## src/rtl/oreg_display_pkg.sv

```systemverilog
// Shared types and constants for the register viewer: debounce FSM states,
// display idle codes and the active-low hex-to-segment table.
package oreg_display_pkg;

  localparam logic [7:0] SEG_BLANK = 8'hFF;
  localparam logic [7:0] AN_OFF    = 8'hFF;

  typedef enum logic [1:0] {
    DB_IDLE,
    DB_WAIT_PRESS,
    DB_PRESSED,
    DB_WAIT_RELEASE
  } db_state_t;

  // Segment order {g,f,e,d,c,b,a}; a 0 lights the segment.
  function automatic logic [6:0] hex_to_seg(input logic [3:0] nib);
    logic [6:0] s;
    case (nib)
      4'h0: s = 7'h40;
      4'h1: s = 7'h79;
      4'h2: s = 7'h24;
      4'h3: s = 7'h30;
      4'h4: s = 7'h19;
      4'h5: s = 7'h12;
      4'h6: s = 7'h02;
      4'h7: s = 7'h78;
      4'h8: s = 7'h00;
      4'h9: s = 7'h10;
      4'hA: s = 7'h08;
      4'hB: s = 7'h03;
      4'hC: s = 7'h46;
      4'hD: s = 7'h21;
      4'hE: s = 7'h06;
      default: s = 7'h0E;
    endcase
    return s;
  endfunction

endpackage

```

## src/rtl/btn_debounce.sv

```systemverilog
// Push-button conditioner: 2-flop synchronizer plus a press/release debounce FSM.
// Emits a single-cycle step per accepted press; DEBOUNCE_CYC must be >= 2.
module btn_debounce
  import oreg_display_pkg::*;
#(
  parameter int DEBOUNCE_CYC = 1000000
) (
  input  logic clk_in,
  input  logic reset,
  input  logic btn_raw,
  output logic step
);

  localparam int CW = (DEBOUNCE_CYC > 2) ? $clog2(DEBOUNCE_CYC) : 1;
  localparam logic [CW-1:0] CNT_LAST = CW'(DEBOUNCE_CYC - 1);

  logic [1:0]    sync_q, sync_d;
  logic          btn;
  db_state_t     state_q;
  logic [CW-1:0] cnt_q;
  logic          step_q;

  always_comb begin
    sync_d = {sync_q[0], btn_raw};
  end

  assign btn  = sync_q[1];
  assign step = step_q;

  always_ff @(posedge clk_in or negedge reset) begin
    if (!reset) begin
      sync_q <= 2'b00;
    end else begin
      sync_q <= sync_d;
    end
  end

  // The press is accepted on the edge where the counter reaches CNT_LAST.
  always_ff @(posedge clk_in or negedge reset) begin
    if (!reset) begin
      state_q <= DB_IDLE;
      cnt_q   <= '0;
      step_q  <= 1'b0;
    end else begin
      step_q <= 1'b0;
      case (state_q)
        DB_IDLE: begin
          if (btn) begin
            state_q <= DB_WAIT_PRESS;
            cnt_q   <= '0;
          end
        end
        DB_WAIT_PRESS: begin
          if (!btn) begin
            state_q <= DB_IDLE;
          end else if (CW'(cnt_q + 1'b1) == CNT_LAST) begin
            state_q <= DB_PRESSED;
            step_q  <= 1'b1;
            cnt_q   <= '0;
          end else begin
            cnt_q <= CW'(cnt_q + 1'b1);
          end
        end
        DB_PRESSED: begin
          state_q <= DB_WAIT_RELEASE;
          cnt_q   <= '0;
        end
        default: begin
          if (btn) begin
            cnt_q <= '0;
          end else if (cnt_q == CNT_LAST) begin
            state_q <= DB_IDLE;
          end else begin
            cnt_q <= CW'(cnt_q + 1'b1);
          end
        end
      endcase
    end
  end

endmodule

```

## src/rtl/oreg_display.sv

```systemverilog
// Seven-segment viewer for the CPU oreg debug bus: button-selected register,
// optional freeze snapshot, 8-digit time-multiplexed hex with dp marking sel.
module oreg_display
  import oreg_display_pkg::*;
#(
  parameter int SCAN_DIV     = 100000,
  parameter int DEBOUNCE_CYC = 1000000,
  parameter int NREG         = 5
) (
  input  logic                 clk_in,
  input  logic                 reset,
  input  logic [32*NREG-1:0]   oreg,
  input  logic                 btn_next,
  input  logic                 freeze,
  output logic [7:0]           an,
  output logic [7:0]           seg,
  output logic [2:0]           sel
);

  localparam int SW = (SCAN_DIV > 2) ? $clog2(SCAN_DIV) : 1;
  localparam logic [SW-1:0] SCAN_LAST = SW'(SCAN_DIV - 1);
  localparam logic [2:0]    SEL_LAST  = 3'(NREG - 1);

  logic          step;
  logic [1:0]    frz_sync_q, frz_sync_d;
  logic [2:0]    sel_q, sel_d;
  logic [31:0]   disp_val_q, disp_val_d;
  logic [SW-1:0] scan_cnt_q, scan_cnt_d;
  logic [2:0]    digit_q, digit_d;
  logic [7:0]    an_q, an_d;
  logic [7:0]    seg_q, seg_d;
  logic [3:0]    nib;

  btn_debounce #(
    .DEBOUNCE_CYC(DEBOUNCE_CYC)
  ) u_dbnc (
    .clk_in (clk_in),
    .reset  (reset),
    .btn_raw(btn_next),
    .step   (step)
  );

  always_comb begin
    frz_sync_d = {frz_sync_q[0], freeze};

    sel_d = sel_q;
    if (step) begin
      sel_d = (sel_q == SEL_LAST) ? 3'd0 : sel_q + 3'd1;
    end

    disp_val_d = frz_sync_q[1] ? disp_val_q : oreg[{sel_q, 5'b00000} +: 32];

    scan_cnt_d = SW'(scan_cnt_q + 1'b1);
    digit_d    = digit_q;
    if (scan_cnt_q == SCAN_LAST) begin
      scan_cnt_d = '0;
      digit_d    = digit_q + 3'd1;
    end

    // Outputs are built from the current digit/snapshot, so they lag one cycle.
    nib   = disp_val_q[{digit_q, 2'b00} +: 4];
    an_d  = ~(8'b0000_0001 << digit_q);
    seg_d = {(digit_q != sel_q), hex_to_seg(nib)};
  end

  always_ff @(posedge clk_in or negedge reset) begin
    if (!reset) begin
      frz_sync_q <= 2'b00;
      sel_q      <= 3'd0;
      disp_val_q <= 32'd0;
      scan_cnt_q <= '0;
      digit_q    <= 3'd0;
      an_q       <= AN_OFF;
      seg_q      <= SEG_BLANK;
    end else begin
      frz_sync_q <= frz_sync_d;
      sel_q      <= sel_d;
      disp_val_q <= disp_val_d;
      scan_cnt_q <= scan_cnt_d;
      digit_q    <= digit_d;
      an_q       <= an_d;
      seg_q      <= seg_d;
    end
  end

  assign an  = an_q;
  assign seg = seg_q;
  assign sel = sel_q;

endmodule

```

## config.mk

```make
export PLATFORM = sky130hd
export DESIGN_NAME = oreg_display
export DESIGN_NICKNAME = d
export VERILOG_FILES = /design/src/rtl/oreg_display_pkg.sv /design/src/rtl/btn_debounce.sv /design/src/rtl/oreg_display.sv
export SDC_FILE = /design/constraint.sdc
export NUM_CORES = 1
export LEC_CHECK = 0
export CORE_MARGIN = 10
export CORE_UTILIZATION = 48
export DETAILED_ROUTE_END_ITERATION = 12
export GPL_ROUTABILITY_DRIVEN = 0
export GPL_TIMING_DRIVEN = 0
export PLACE_DENSITY = 0.82
export RECOVER_POWER = 50
export REMOVE_ABC_BUFFERS = 1
export SYNTH_ARGS = -nofsm -noshare
export SYNTH_HDL_FRONTEND = slang
export SYNTH_SLANG_ARGS = --single-unit
export TNS_END_PERCENT = 50
```

## constraint.sdc

```tcl
create_clock -name clk_in -period 2.97 [get_ports clk_in]
set_input_delay 0.4455 -clock clk_in [delete_from_list [all_inputs] [get_ports clk_in]]
set_output_delay 0.4455 -clock clk_in [all_outputs]
set_load 0.005 [all_outputs]
```

==> results.tsv <==
metric	value	unit
p_leak	3.40	nW
finalSetupViolCount	0	
slew_viol_final	41	
wirelength	18600	microns
dr.pass1.iters	5	
synth_edf_count	0	
hp-class	reg2reg	
cts.sinks	98	
h-tree-depth	3	
ys_async_sr_fraction	1.00	
violations	max-capacitance violations, max-slew violations	
cts_hold_buf	0	
synth_top_area_cell	dfrtp_1	
vias	5358	
port_buffers	182	
status	finished, violations left	
fin_area	0.00839	sq mm
fp.dieArea	0.0173	sq mm
critPathMaxFanout	9	
cts_buffers	9	
nNetsFinal	920	
drc_errors	0	
clkSlewWorstSetupHoldPaths	70	ps
post_drt_wl_per_cell	20.3	microns
grt_overflow	0	
syn_avg_cell_area	10.4	sq um
fin_crit_sh	0.960	
root_buffer	clkbuf_16	
fillCellCount	909	
drt_iter0_drc	564	
synth_seq_cells	98	
synth_flop_cell	dfrtp_1	
finalSetupTns	0	ps
finClkSkew	10.8	ps
ys_types	60	
grt_pass1_wl	29600	microns
final_common_cell	clkdlybuf4s50_1	
ios	183	
endpoint_kind	flip-flop	
netlist_instances	573	
synth_warnings	0	
ys_top_cells_by_area	dfrtp_1 (34%), mux4_2 (15%), dfstp_2 (7.0%)	
core	0.0121	sq mm
slowest_stage	or4b_1	
netlist_area	0.00599	sq mm
drive_gt1_frac	0.156	
cellPowerDensity	369	mW/mm^2
crit_chain	ha_4 > and3_1 > and4b_1 > o211a_1 > o22ai_1 > nor4_4 > o21ai_4 > or4b_1 > o21ai_1	
slowest_delay	480	ps
die_width	132	microns
tightestPinTransition	2290	ps
rows	40	
viasPerCell	5.86	
crit_required	3250	ps
slew_headroom	-0.526	
vdd_ir_drop_max	0.285	mV
p_total	3.10	mW
die_h	132	microns
grt_usage	0.210	
post_dp_cell_area	0.00793	sq mm
path_class	reg2reg	
rsz0062_at_grt	false	
drtAntennaViolNets	0	
area_delta_synth_final	40.2	%
most-common-layout-cells	clkdlybuf4s50_1 (179), nand2_1 (79), dfrtp_1 (73)	
period_needed	2850	ps
initial_utilization	0.494	
synth.top_cell.area_share	0.343	
cts_tree	built	
dp_hpwl	14500	microns
grt_pass1_vias	5662	
drv_cap	1	
max_freq	0.351	GHz
ys_seq_area_frac	0.413	
hold_viol	0	
cp-start-kind	flip-flop	
clkLatencyLatePin	350	ps
grt_max_degree	65	
clk_path_buf_depth	2	
antenna_found_initial	3	
crit_arrival	3130	ps
layer usage:
metal	part of all wire	vias to the layer above	GRT usage
met3	0.091	26	0.0770
met5	0	-	0
met1	0.35	2634	0.216
met4	0.017	0	0.0698
li1	-	2445	-
met2	0.54	253	0.383
synthesized netlist by cell type (all sizes together) (3+ instances only):
cell and count:
a31oi 24, mux4 40, dfrtp 82, nand2 79, o21ai 52, a221oi 4, buf 14, a22oi 29
a21oi 9, mux2i 9, xor2 7, nand4 6, nor4b 5, xnor2 16, nor2 29, nor2b 3
or2 3, inv 25, dfstp 16, clkbuf 26, ha 17, o22ai 4, and3 6, nand2b 10
nand3 17, a21boi 3, nor3 7, nor4 5
flip-flops by register name, indices dropped and copies added, names as in the netlist:
register        flops
an                  8
digit_q             3
disp_val_q         32
frz_sync_q          2
scan_cnt_q         17
seg                 8
sel                 3
u_dbnc.cnt_q       20
u_dbnc.state_q      2
u_dbnc.step         1
u_dbnc.sync_q       2
cell families (layout without fill, tap and decap cells):
| group | after synthesis | count (layout) | share of synthesized area |
|---|---|---|---|
| AND/OR/NAND/NOR | 182 | 182 | 0.155 |
| AO/OA/AOI/OAI | 139 | 139 | 0.152 |
| flip-flops | 98 | 98 | 0.413 |
| buffers and inverters | 65 | 236 | 0.0441 |
| multiplexers | 49 | 49 | 0.166 |
| XOR/XNOR | 23 | 23 | 0.0349 |
| adder cells (fa/ha/maj) | 17 | 17 | 0.0355 |
| other | 0 | 3 | 0 |
stage by stage:
stage | util | std cells | setup WS, ps | hold slack, ps
floorplan | - | 533 | -507 | 150
detailed placement | 0.654 | 887 | -182 | 336
global placement | 0.648 | 883 | -1930 | 333
CTS | 0.684 | 910 | 33.1 | 96.9
finish | 0.693 | 915 | 119 | 352
global route | 0.693 | 915 | 8.43 | 357
area by class of cell:
| class | instances | area [sq um] | share of cell area |
|---|---|---|---|
| antenna | 3 | 7.51 | 0.000894 |
| multi-input combinational | 410 | 3360 | 0.400 |
| inverter | 25 | 93.8 | 0.0112 |
| timing repair buffer | 195 | 1960 | 0.233 |
| clock inverter | 7 | 60.1 | 0.00716 |
| sequential | 98 | 2480 | 0.296 |
| clock buffer | 9 | 225 | 0.0268 |
| tap | 168 | 210 | 0.0250 |
power breakdown:
group	leakage [nW]	internal (mW)	total, mW	switching [mW]
Sequential	1.21	1.41	1.47	0.0625
Clock	0.136	0.583	1.13	0.552
Combinational	2.05	0.318	0.491	0.173
critical path, delay by kind of cell (launching register included):
family / cells / cell delay (ps)
AND/OR/NAND/NOR: 4 / 1090
flip-flops: 1 / 460
adder cells (fa/ha/maj): 1 / 210
AO/OA/AOI/OAI: 4 / 1010
final timing paths:
kind	startpoint	to	slack, ps	cells past startpoint
hold / removal	u_dbnc.sync_q[0]	u_dbnc.sync_q[1]	350	0
setup reg to reg	u_dbnc.cnt_q[0]	u_dbnc.cnt_q[14]	120	9
max in group asynchronous	reset	u_dbnc.cnt_q[0]	730	1
hold reg to reg	u_dbnc.sync_q[0]	u_dbnc.sync_q[1]	350	0
setup / recovery	u_dbnc.cnt_q[0]	u_dbnc.cnt_q[14]	120	9
min in group asynchronous	reset	u_dbnc.cnt_q[13]	770	1
repair_timing:
item,CTS,global route
setup endpoints to repair,19,23
buffers inserted,7,2
resized for setup,4,17
pin swaps,2,3
Power figures use the tool's default switching activity.
